<file path="config.mk">
export PLATFORM = sky130hd
export DESIGN_NAME = rob_head_flat
export DESIGN_NICKNAME = d
export VERILOG_FILES = /design/src/rtl/rob_head_if.sv /design/src/rtl/rob_head.sv /design/src/flat_wrapper.sv
export SDC_FILE = /design/constraint.sdc
export NUM_CORES = 2
export LEC_CHECK = 0
export ABC_CLOCK_PERIOD_IN_PS = 4700
export CAP_MARGIN = 40
export CORE_ASPECT_RATIO = 2
export CORE_UTILIZATION = 45
export DETAILED_ROUTE_END_ITERATION = 10
export PLACE_DENSITY = 0.63
export SYNTH_ARGS = -nofsm -noshare
export SYNTH_HDL_FRONTEND = slang
export SYNTH_SLANG_ARGS = --single-unit
</file>
<file path="constraint.sdc">
create_clock -name clk_in -period 4.7 [get_ports clk_in]
set_input_delay 0.705 -clock clk_in [delete_from_list [all_inputs] [get_ports clk_in]]
set_output_delay 0.705 -clock clk_in [all_outputs]
set_load 0.05 [all_outputs]
</file>
<file path="src/rtl/rob_head_if.sv">
// Bundle of the reorder-buffer dispatch, writeback and commit signals.
// master is the buffer itself; slave is the core around it (dispatch, ALU, LSB, commit).
interface rob_head_if #(
  parameter int unsigned IDX_W      = 4,
  parameter int unsigned INSTR_ID_W = 8,
  parameter int unsigned ADDR_W     = 32
);
  logic                  alloc_en_in;
  logic [INSTR_ID_W-1:0] alloc_instr_id_in;
  logic [4:0]            alloc_rd_in;
  logic [IDX_W-1:0]      alloc_tag_out;
  logic                  rob_full_out;

  logic                  alu_wb_en_in;
  logic [IDX_W-1:0]      alu_wb_tag_in;
  logic [31:0]           alu_wb_value_in;
  logic                  alu_wb_jump_en_in;
  logic [ADDR_W-1:0]     alu_wb_jump_a_in;

  logic                  lsb_wb_en_in;
  logic [IDX_W-1:0]      lsb_wb_tag_in;
  logic [31:0]           lsb_wb_value_in;

  logic                  rob_to_commit_en_out;
  logic [INSTR_ID_W-1:0] instr_id_out;
  logic                  jump_en_out;
  logic [ADDR_W-1:0]     jump_a_out;
  logic [4:0]            commit_rd_out;
  logic [31:0]           commit_value_out;
  logic [IDX_W-1:0]      commit_tag_out;
  logic                  clear_branch_in;

  modport master (
    input  alloc_en_in, alloc_instr_id_in, alloc_rd_in,
    output alloc_tag_out, rob_full_out,
    input  alu_wb_en_in, alu_wb_tag_in, alu_wb_value_in, alu_wb_jump_en_in, alu_wb_jump_a_in,
    input  lsb_wb_en_in, lsb_wb_tag_in, lsb_wb_value_in,
    output rob_to_commit_en_out, instr_id_out, jump_en_out, jump_a_out,
    output commit_rd_out, commit_value_out, commit_tag_out,
    input  clear_branch_in
  );

  modport slave (
    output alloc_en_in, alloc_instr_id_in, alloc_rd_in,
    input  alloc_tag_out, rob_full_out,
    output alu_wb_en_in, alu_wb_tag_in, alu_wb_value_in, alu_wb_jump_en_in, alu_wb_jump_a_in,
    output lsb_wb_en_in, lsb_wb_tag_in, lsb_wb_value_in,
    input  rob_to_commit_en_out, instr_id_out, jump_en_out, jump_a_out,
    input  commit_rd_out, commit_value_out, commit_tag_out,
    output clear_branch_in
  );
endinterface

</file>
<file path="src/rtl/rob_head.sv">
// Reorder buffer: in-order allocation, out-of-order writeback, in-order retirement
// as a registered one-cycle commit pulse; a branch clear flushes everything.
module rob_head #(
  parameter int unsigned ROB_DEPTH  = 16,
  parameter int unsigned IDX_W      = 4,
  parameter int unsigned INSTR_ID_W = 8,
  parameter int unsigned ADDR_W     = 32
) (
  input  logic       clk_in,
  input  logic       rst_in,
  input  logic       rdy_in,
  rob_head_if.master bus
);
  localparam logic [IDX_W:0] DEPTH_CNT = (IDX_W+1)'(ROB_DEPTH);

  logic [ROB_DEPTH-1:0]  busy;
  logic [ROB_DEPTH-1:0]  ready;
  logic [INSTR_ID_W-1:0] ent_instr_id [ROB_DEPTH];
  logic [4:0]            ent_rd       [ROB_DEPTH];
  logic [31:0]           ent_value    [ROB_DEPTH];
  logic                  ent_jump_en  [ROB_DEPTH];
  logic [ADDR_W-1:0]     ent_jump_a   [ROB_DEPTH];

  logic [IDX_W-1:0] head;
  logic [IDX_W-1:0] tail;
  logic [IDX_W:0]   count;

  logic                  commit_en;
  logic [INSTR_ID_W-1:0] commit_instr_id;
  logic                  commit_jump_en;
  logic [ADDR_W-1:0]     commit_jump_a;
  logic [4:0]            commit_rd;
  logic [31:0]           commit_value;
  logic [IDX_W-1:0]      commit_tag;

  logic full;
  logic advance;
  logic do_alloc;
  logic do_retire;
  logic cnt_inc;
  logic alu_hit;
  logic lsb_hit;

  always_comb begin
    full      = (count == DEPTH_CNT);
    advance   = rdy_in && !bus.clear_branch_in;
    do_retire = busy[head] && ready[head];
    do_alloc  = bus.alloc_en_in && !full;
    // A request arriving alongside a retire keeps count unchanged even when full,
    // although the full flag still blocks the entry write itself.
    cnt_inc   = bus.alloc_en_in && (!full || do_retire);
    alu_hit   = bus.alu_wb_en_in && busy[bus.alu_wb_tag_in] && !ready[bus.alu_wb_tag_in];
    lsb_hit   = bus.lsb_wb_en_in && busy[bus.lsb_wb_tag_in] && !ready[bus.lsb_wb_tag_in]
                && !(alu_hit && (bus.alu_wb_tag_in == bus.lsb_wb_tag_in));
  end

  always_ff @(posedge clk_in or posedge rst_in) begin
    if (rst_in) begin
      busy  <= '0;
      ready <= '0;
      head  <= '0;
      tail  <= '0;
      count <= '0;
    end else if (bus.clear_branch_in) begin
      busy  <= '0;
      ready <= '0;
      head  <= '0;
      tail  <= '0;
      count <= '0;
    end else if (rdy_in) begin
      if (do_alloc) begin
        busy[tail]  <= 1'b1;
        ready[tail] <= 1'b0;
        tail        <= tail + 1'b1;
      end
      if (lsb_hit) ready[bus.lsb_wb_tag_in] <= 1'b1;
      if (alu_hit) ready[bus.alu_wb_tag_in] <= 1'b1;
      if (do_retire) begin
        busy[head]  <= 1'b0;
        ready[head] <= 1'b0;
        head        <= head + 1'b1;
      end
      count <= count + (IDX_W+1)'(cnt_inc) - (IDX_W+1)'(do_retire);
    end
  end

  // Payload needs no reset: it is only observed through busy/ready-qualified retirement.
  always_ff @(posedge clk_in) begin
    if (advance) begin
      if (do_alloc) begin
        ent_instr_id[tail] <= bus.alloc_instr_id_in;
        ent_rd[tail]       <= bus.alloc_rd_in;
        ent_jump_en[tail]  <= 1'b0;
        ent_jump_a[tail]   <= '0;
      end
      if (lsb_hit) ent_value[bus.lsb_wb_tag_in] <= bus.lsb_wb_value_in;
      if (alu_hit) begin
        ent_value[bus.alu_wb_tag_in]   <= bus.alu_wb_value_in;
        ent_jump_en[bus.alu_wb_tag_in] <= bus.alu_wb_jump_en_in;
        ent_jump_a[bus.alu_wb_tag_in]  <= bus.alu_wb_jump_a_in;
      end
    end
  end

  always_ff @(posedge clk_in or posedge rst_in) begin
    if (rst_in) begin
      commit_en       <= 1'b0;
      commit_instr_id <= '0;
      commit_jump_en  <= 1'b0;
      commit_jump_a   <= '0;
      commit_rd       <= '0;
      commit_value    <= '0;
      commit_tag      <= '0;
    end else if (bus.clear_branch_in) begin
      commit_en       <= 1'b0;
      commit_instr_id <= '0;
      commit_jump_en  <= 1'b0;
      commit_jump_a   <= '0;
      commit_rd       <= '0;
      commit_value    <= '0;
      commit_tag      <= '0;
    end else if (!rdy_in) begin
      commit_en <= 1'b0;
    end else if (do_retire) begin
      commit_en       <= 1'b1;
      commit_instr_id <= ent_instr_id[head];
      commit_jump_en  <= ent_jump_en[head];
      commit_jump_a   <= ent_jump_a[head];
      commit_rd       <= ent_rd[head];
      commit_value    <= ent_value[head];
      commit_tag      <= head;
    end else begin
      commit_en <= 1'b0;
    end
  end

  assign bus.alloc_tag_out        = tail;
  assign bus.rob_full_out         = full;
  assign bus.rob_to_commit_en_out = commit_en;
  assign bus.instr_id_out         = commit_instr_id;
  assign bus.jump_en_out          = commit_jump_en;
  assign bus.jump_a_out           = commit_jump_a;
  assign bus.commit_rd_out        = commit_rd;
  assign bus.commit_value_out     = commit_value;
  assign bus.commit_tag_out       = commit_tag;
endmodule

</file>
<file path="src/flat_wrapper.sv">
// flat-port wrapper written by rule: the top's interface ports become plain ports
module rob_head_flat 
#(
  parameter int unsigned ROB_DEPTH  = 16,
  parameter int unsigned IDX_W      = 4,
  parameter int unsigned INSTR_ID_W = 8,
  parameter int unsigned ADDR_W     = 32
)
  (clk_in, rst_in, rdy_in, bus_alloc_en_in, bus_alloc_instr_id_in, bus_alloc_rd_in, bus_alloc_tag_out, bus_rob_full_out, bus_alu_wb_en_in, bus_alu_wb_tag_in, bus_alu_wb_value_in, bus_alu_wb_jump_en_in, bus_alu_wb_jump_a_in, bus_lsb_wb_en_in, bus_lsb_wb_tag_in, bus_lsb_wb_value_in, bus_rob_to_commit_en_out, bus_instr_id_out, bus_jump_en_out, bus_jump_a_out, bus_commit_rd_out, bus_commit_value_out, bus_commit_tag_out, bus_clear_branch_in);
  rob_head_if #(.IDX_W(IDX_W), .INSTR_ID_W(INSTR_ID_W), .ADDR_W(ADDR_W)) bus_i ();
  input  logic clk_in;
  input  logic rst_in;
  input  logic rdy_in;
  input wire logic [$bits(bus_i.alloc_en_in)-1:0] bus_alloc_en_in;
  input wire logic [$bits(bus_i.alloc_instr_id_in)-1:0] bus_alloc_instr_id_in;
  input wire logic [$bits(bus_i.alloc_rd_in)-1:0] bus_alloc_rd_in;
  output wire logic [$bits(bus_i.alloc_tag_out)-1:0] bus_alloc_tag_out;
  output wire logic [$bits(bus_i.rob_full_out)-1:0] bus_rob_full_out;
  input wire logic [$bits(bus_i.alu_wb_en_in)-1:0] bus_alu_wb_en_in;
  input wire logic [$bits(bus_i.alu_wb_tag_in)-1:0] bus_alu_wb_tag_in;
  input wire logic [$bits(bus_i.alu_wb_value_in)-1:0] bus_alu_wb_value_in;
  input wire logic [$bits(bus_i.alu_wb_jump_en_in)-1:0] bus_alu_wb_jump_en_in;
  input wire logic [$bits(bus_i.alu_wb_jump_a_in)-1:0] bus_alu_wb_jump_a_in;
  input wire logic [$bits(bus_i.lsb_wb_en_in)-1:0] bus_lsb_wb_en_in;
  input wire logic [$bits(bus_i.lsb_wb_tag_in)-1:0] bus_lsb_wb_tag_in;
  input wire logic [$bits(bus_i.lsb_wb_value_in)-1:0] bus_lsb_wb_value_in;
  output wire logic [$bits(bus_i.rob_to_commit_en_out)-1:0] bus_rob_to_commit_en_out;
  output wire logic [$bits(bus_i.instr_id_out)-1:0] bus_instr_id_out;
  output wire logic [$bits(bus_i.jump_en_out)-1:0] bus_jump_en_out;
  output wire logic [$bits(bus_i.jump_a_out)-1:0] bus_jump_a_out;
  output wire logic [$bits(bus_i.commit_rd_out)-1:0] bus_commit_rd_out;
  output wire logic [$bits(bus_i.commit_value_out)-1:0] bus_commit_value_out;
  output wire logic [$bits(bus_i.commit_tag_out)-1:0] bus_commit_tag_out;
  input wire logic [$bits(bus_i.clear_branch_in)-1:0] bus_clear_branch_in;
  assign bus_i.alloc_en_in = bus_alloc_en_in;
  assign bus_i.alloc_instr_id_in = bus_alloc_instr_id_in;
  assign bus_i.alloc_rd_in = bus_alloc_rd_in;
  assign bus_alloc_tag_out = bus_i.alloc_tag_out;
  assign bus_rob_full_out = bus_i.rob_full_out;
  assign bus_i.alu_wb_en_in = bus_alu_wb_en_in;
  assign bus_i.alu_wb_tag_in = bus_alu_wb_tag_in;
  assign bus_i.alu_wb_value_in = bus_alu_wb_value_in;
  assign bus_i.alu_wb_jump_en_in = bus_alu_wb_jump_en_in;
  assign bus_i.alu_wb_jump_a_in = bus_alu_wb_jump_a_in;
  assign bus_i.lsb_wb_en_in = bus_lsb_wb_en_in;
  assign bus_i.lsb_wb_tag_in = bus_lsb_wb_tag_in;
  assign bus_i.lsb_wb_value_in = bus_lsb_wb_value_in;
  assign bus_rob_to_commit_en_out = bus_i.rob_to_commit_en_out;
  assign bus_instr_id_out = bus_i.instr_id_out;
  assign bus_jump_en_out = bus_i.jump_en_out;
  assign bus_jump_a_out = bus_i.jump_a_out;
  assign bus_commit_rd_out = bus_i.commit_rd_out;
  assign bus_commit_value_out = bus_i.commit_value_out;
  assign bus_commit_tag_out = bus_i.commit_tag_out;
  assign bus_i.clear_branch_in = bus_clear_branch_in;
  rob_head #(.ROB_DEPTH(ROB_DEPTH), .IDX_W(IDX_W), .INSTR_ID_W(INSTR_ID_W), .ADDR_W(ADDR_W)) u_core (.clk_in(clk_in), .rst_in(rst_in), .rdy_in(rdy_in), .bus(bus_i));
endmodule
</file>
Word-level counts from Yosys, hierarchy flattened
Memory sizes are Yosys's and may differ from the RTL's. Index checks and enable logic that the tools add are counted.

Input port bits: 125. Logic and storage cells: 140. Memories: 5. Register bits: 128. Memory bits (writable): 1248. Output and inout bits: 88.

Mux-type cells: 76. Eq/ne operators: 2. Reductions and logical operators: 25. Bitwise gates (word level): 8. $add $sub $neg: 4. Magnitude comparators: 8.

Memory list: u_core.ent_jump_a (depth 16, width 32, rd ports 1, clocked after Yosys merged registers in 0, wr ports 2, RTL line rob_head.sv:22) `logic [ADDR_W-1:0] ent_jump_a [ROB_DEPTH];`; u_core.ent_value (depth 16, width 32, rd ports 1, clocked after Yosys merged registers in 0, wr ports 2, RTL line rob_head.sv:20) `logic [31:0] ent_value [ROB_DEPTH];`; u_core.ent_instr_id (depth 16, width 8, rd ports 1, clocked after Yosys merged registers in 0, wr ports 1, RTL line rob_head.sv:18) `logic [INSTR_ID_W-1:0] ent_instr_id [ROB_DEPTH];`; u_core.ent_rd (depth 16, width 5, rd ports 1, clocked after Yosys merged registers in 0, wr ports 1, RTL line rob_head.sv:19) `logic [4:0] ent_rd [ROB_DEPTH];`; u_core.ent_jump_en (depth 16, width 1, rd ports 1, clocked after Yosys merged registers in 0, wr ports 2, RTL line rob_head.sv:21) `logic ent_jump_en [ROB_DEPTH];`.

Operator list (number): two-way mux 16 bit (18); two-way mux 32 bit (6); bitwise AND 16 bit (3); OR 16 bit (3); two-way mux 4 bit (9); inverter 16 bit (2); two-way mux 1 bit (25); two-way mux 5 bit (5); binary-select mux 1 bit (select 4 bit) (6); two-way mux 8 bit (3); less-than comparator 4 x 5 -> 1 bit (second input constant) (4); demux 1 bit (select 4 bit) (4); greater-or-equal comparator 4 x 1 -> 1 bit (second input constant) (4); logical AND 1 bit (14); adder 4 x 1 -> 4 bit (second input constant) (2); nonzero test 2 bit (3); adder 5 x 1 -> 5 bit (1); equality test 5 bit (second input constant) (1); logical NOT 1 bit (5); subtractor 5 x 1 -> 5 bit (1); equality test 4 bit (1); AND reduction 2 bit (2); logical OR 1 bit (1).

Logic depth before layout (Yosys ltp)
Word-level depth: 21. Mapped depth: 18. Depth with buffers taken out: 15.

Worst setup path after synthesis
No wires, ideal clock.

Kind: input-to-reg. Start: input port bus_alu_wb_tag_in[0]. End: memory u_core.ent_value[10][0] (enable). Arrival time: 4.478 ns. Data required time: 4.234 ns. Slack: -0.244 ns. Buffers on the path: 4. Stages on the path: 10. Library setup time: 0.466 ns. Cells stage by stage: buf_4 > buf_6 > and2_1 > clkbuf_1 > a22oi_1 > a31o_2 > a211o_1 > buf_2 > nand2_1 > o21ai_0.

RTL lines: from (decl) (RTL line flat_wrapper.sv:20) `input wire logic [$bits(bus_i.alu_wb_tag_in)-1:0] bus_alu_wb_tag_in;`; to (decl) (RTL line rob_head.sv:20).

Final worst setup path
Start: register u_core.head[1]. End: register u_core.count[4].

Word-level cells in the longest chain between the ends: 9. Elaborated cells on any way between the ends: 11. Classes of those cells: 2 x add/sub; 6 x mux; 3 x reduce/logical.

Ends and longest elaborated chain: from (decl) (RTL line rob_head.sv:24) `logic [IDX_W-1:0] head;`; from (signal assigned) (RTL line rob_head.sv:81) `head <= head + 1'b1;`; binary-select mux 1 bit (select 4 bit) (RTL line rob_head.sv:47) `do_retire = busy[head] && ready[head];`; two-way mux 1 bit (implied by the code) (RTL line rob_head.sv:47); logical AND 1 bit * (RTL line rob_head.sv:47); logical OR 1 bit (RTL line rob_head.sv:51) `cnt_inc = bus.alloc_en_in && (!full || do_retire);`; logical AND 1 bit (RTL line rob_head.sv:51); adder 5 x 1 -> 5 bit (RTL line rob_head.sv:83) `count <= count + (IDX_W+1)'(cnt_inc) - (IDX_W+1)'(do_retire);`; subtractor 5 x 1 -> 5 bit * (RTL line rob_head.sv:83); two-way mux 5 bit * (RTL line rob_head.sv:70) `end else if (rdy_in) begin`; two-way mux 5 bit * (RTL line rob_head.sv:64) `end else if (bus.clear_branch_in) begin`; to (signal assigned) (RTL line rob_head.sv:83); to (decl) (RTL line rob_head.sv:26) `logic [IDX_W:0] count;`.

Every way passes the cells marked *; elsewhere a longest branch is shown, timed or not. The select of a mux whose other input is x is not followed. A chain may end at the register's enable or synchronous reset.

==> metrics.md <==
| Metric | Value |
|---|---|
| # Post-CTS Setup Buffers | `0` |
| Root buf cell | `clkbuf_16` |
| Post-synth EDFFs | `1248` |
| Netlist cell types | `74` |
| Largest net degree at the start of global routing | `90` |
| WL final | `194 mm` |
| Synth area leaders | `edfxtp_1 (59%), mux4_2 (14%), mux2_1 (6.5%)` |
| Worst min path class | `in -> async` |
| Post-route ant nets | `0` |
| Total power | `24.3 mW` |
| First-pass GRT wire length | `275 mm` |
| Commonest non-fill, non-tap cells in the layout | `edfxtp_1 (1248), and2_1 (531), mux4_2 (398)` |
| Layout cells sized above 1 | `24.1%` |
| WP data required | `5310 ps` |
| P per Cell Area | `333 mW/mm^2` |
| Sequential share of the synthesized area | `63.6%` |
| Post-Syn Area | `0.0639 sq mm` |
| # setup viols final | `0` |
| Post-synthesis cell count | `3702` |
| Least-Margin Pin Slew | `908 ps` |
| Total CTS buffers | `120` |
| Core area | `0.141 sq mm` |
| Lkg Pwr | `24.3 nW` |
| DRC viols | `0` |
| Crit path DAT | `4680 ps` |
| Largest family of logic cells by synthesized area | `multiplexers` |
| Crit Path Max Fanout | `37` |
| Max clock buf depth | `3` |
| Critical path class | `reg -> reg` |
| Via Count | `35100` |
| Buffers on Ports | `212` |
| Tcrit/Tclk final | `86.7%` |
| Layout Skew | `44.1 ps` |
| Die Area | `0.144 sq mm` |
| Initial DRC Count | `2854` |
| CP startpoint kind | `flop` |
| Placer Congestion | `0.978` |
| Syn_area_per_cell | `17.3 sq um` |
| RSZ-0062 raised after global routing | `no` |
| Tot GR Track Use | `27.4%` |
| Dpl hpwl | `124 mm` |
| Post-layout min period | `4070 ps` |
| Initial Util | `45.3%` |
| Clk_lat worst skew | `760 ps` |
| Die Width | `269 um` |
| Drt pass-1 iters | `5` |
| YS warnings | `0` |
| Xor and xnor area share after synthesis | `0.151%` |
| Max Clock Freq | `245 MHz` |
| Synth top area share | `58.6%` |
| #FFs+latches synth | `1376` |
| Cts hold-fix bufs | `0` |
| Number of gates resized after cts | `0` |
| Ys async rst share | `9.30%` |
| Fin. max-slew vios | `0` |
| Synth Flop Type | `edfxtp_1` |
| Die H | `535 um` |
| Area leader, netlist | `edfxtp_1` |
| Most common cell after layout, fill and taps aside | `edfxtp_1` |
| Relative slew slack | `39.5%` |
| I/O pin count | `213` |
| Wire per inst | `33.3 um` |
| Status | `finished clean` |
| Max VDD drop | `0.000352 V` |
| Final hold vios | `0` |
| Synth Area in Simple Gates | `7.03%` |
| H-tree depth | `3` |
| Syn Nets | `3842` |
| Adder-cell share of the synthesized area | `0.305%` |
| Core Rows | `195` |
| Max Cap Viol | `0` |
| Filler cells | `11600` |
| Synthesized-area fraction occupied by ao, oa, aoi and oai cells | `2.75%` |
| Clock slew at reported path FFs | `70 ps` |
| Clock sinks | `1376` |
| Area growth syn-to-layout | `14.3%` |
| Grt ovf | `0` |
| CTS tree | `built` |
| Vias/cell | `6.03` |
| Fin nets | `3979` |
| Crit path capture type | `flop` |
| Mux contribution to synthesized area | `23.6%` |
| Vias in the first global route | `37200` |
| Final core utilization | `51.8%` |
| Antenna violations before repair | `25` |
## metrics by stage
stage	setup WS (ps)	cell area (sq um)	instances	TNS, ps	hold slack, ps
floorplan	-244	63900	3702	-23410	501
CTS	625	73000	5814	0	463
global route	375	73000	5817	0	516
finish	626	73100	5831	0	451
global placement	494	69000	5584	0	484
detailed placement	464	69100	5588	0	490
## state kept, by name, indices dropped and copies added, names as in the netlist
| signal | flops |
|---|---|
| u_core.busy | 16 |
| u_core.bus.rob_to_commit_en_out | 1 |
| u_core.ent_jump_en | 16 |
| u_core.ent_jump_a | 512 |
| u_core.bus.instr_id_out | 8 |
| u_core.bus.jump_a_out | 32 |
| u_core.bus.alloc_tag_out | 4 |
| u_core.bus.commit_tag_out | 4 |
| u_core.ent_rd | 80 |
| u_core.bus.commit_value_out | 32 |
| u_core.ready | 16 |
| u_core.ent_value | 512 |
| u_core.ent_instr_id | 128 |
| u_core.bus.commit_rd_out | 5 |
| u_core.count | 5 |
| u_core.head | 4 |
| u_core.bus.jump_en_out | 1 |
## synthesized netlist by cell type (all sizes together), types with 3 or more instances
cell     instances
nor2b           11
nand3           28
mux2           515
nand2b           6
a31oi           12
a2111oi          3
nor3b            3
buf            163
nand2           51
o21ai           33
o2111a           3
a22o            86
a41oi            5
and4             3
a211o            4
mux4           403
a22oi            9
a211oi           9
nor4             8
o31ai            3
o21a             6
inv             20
or2             14
o2bb2ai          3
a21oi           21
xnor2            9
ha              14
and2           533
nand4           10
dfrtp          128
o21bai          10
and3            11
clkbuf         196
edfxtp        1248
o211ai           6
nor2            53
nor3            20
mux2i           16
## per-layer routing
metal  vias to the layer above  GRT usage [%]  routed length (um)  part of all wire [%]
met4                        16           14.3               11100                   5.7
met5                         -              0                 101                 0.052
met2                      1237           51.2              107000                    55
met1                     18700           29.3               65300                    34
met3                       406           4.00               10200                   5.2
li1                      14800              -                   -                     -
## logic make-up (layout without fill, tap and decap cells)
logic type               after synthesis  count (layout)
flip-flops                          1376            1376
AO/OA/AOI/OAI                        228             228
buffers and inverters                379             620
adder cells (fa/ha/maj)               15              15
AND/OR/NAND/NOR                      759             759
multiplexers                         934             934
XOR/XNOR                              11              11
other                                  0              17
## worst max-delay path, cell delays in order, from the launching register on
cell and delay, ps:
dfrtp_4 820, mux4_2 360, nand2_1 60, a21oi_1 420
o31a_1 310, buf_4 200, ha_1 240, inv_1 60
ha_1 160, inv_1 60, fa_1 420, nand2b_1 160
a21oi_1 190, nor3_1 70, o21ai_0 180, xor2_1 170
nor2_1 50
## cell type report
class	count	area, sq um	share of cell area (%)
antenna	17	42.5	0.0582
clock buffer	152	3180	4.35
clock inverter	74	733	1.00
inverter	20	87.6	0.120
multi-input combinational	1947	21900	30.0
sequential	1376	40700	55.7
tap	1871	2340	3.20
timing repair buffer	374	4090	5.60
## power breakdown
part / switching [mW] / internal, mW / leakage, nW / total [mW]
combinational: 0.574 / 0.353 / 8.74 / 0.928
clock: 4.61 / 5.46 / 1.91 / 10.1
sequential: 0.0209 / 13.3 / 13.6 / 13.3
total: 5.21 / 19.1 / 24.3 / 24.3
## path summary, 6_finish.rpt
path	depth (start not counted)	to	start	slack, ps
setup / recovery	16	u_core.count[4]	u_core.head[1]	630
hold reg to reg	1	u_core.bus.commit_tag_out[2]	u_core.bus.commit_tag_out[2]	500
hold / removal	2	u_core.bus.jump_a_out[25]	rst_in	450
max in group asynchronous	3	u_core.bus.commit_value_out[13]	rst_in	3310
min in group clk_in	1	u_core.bus.commit_tag_out[2]	u_core.bus.commit_tag_out[2]	500
setup reg to reg	16	u_core.count[4]	u_core.head[1]	630
Note: power is estimated with default switching activity, not from simulation.
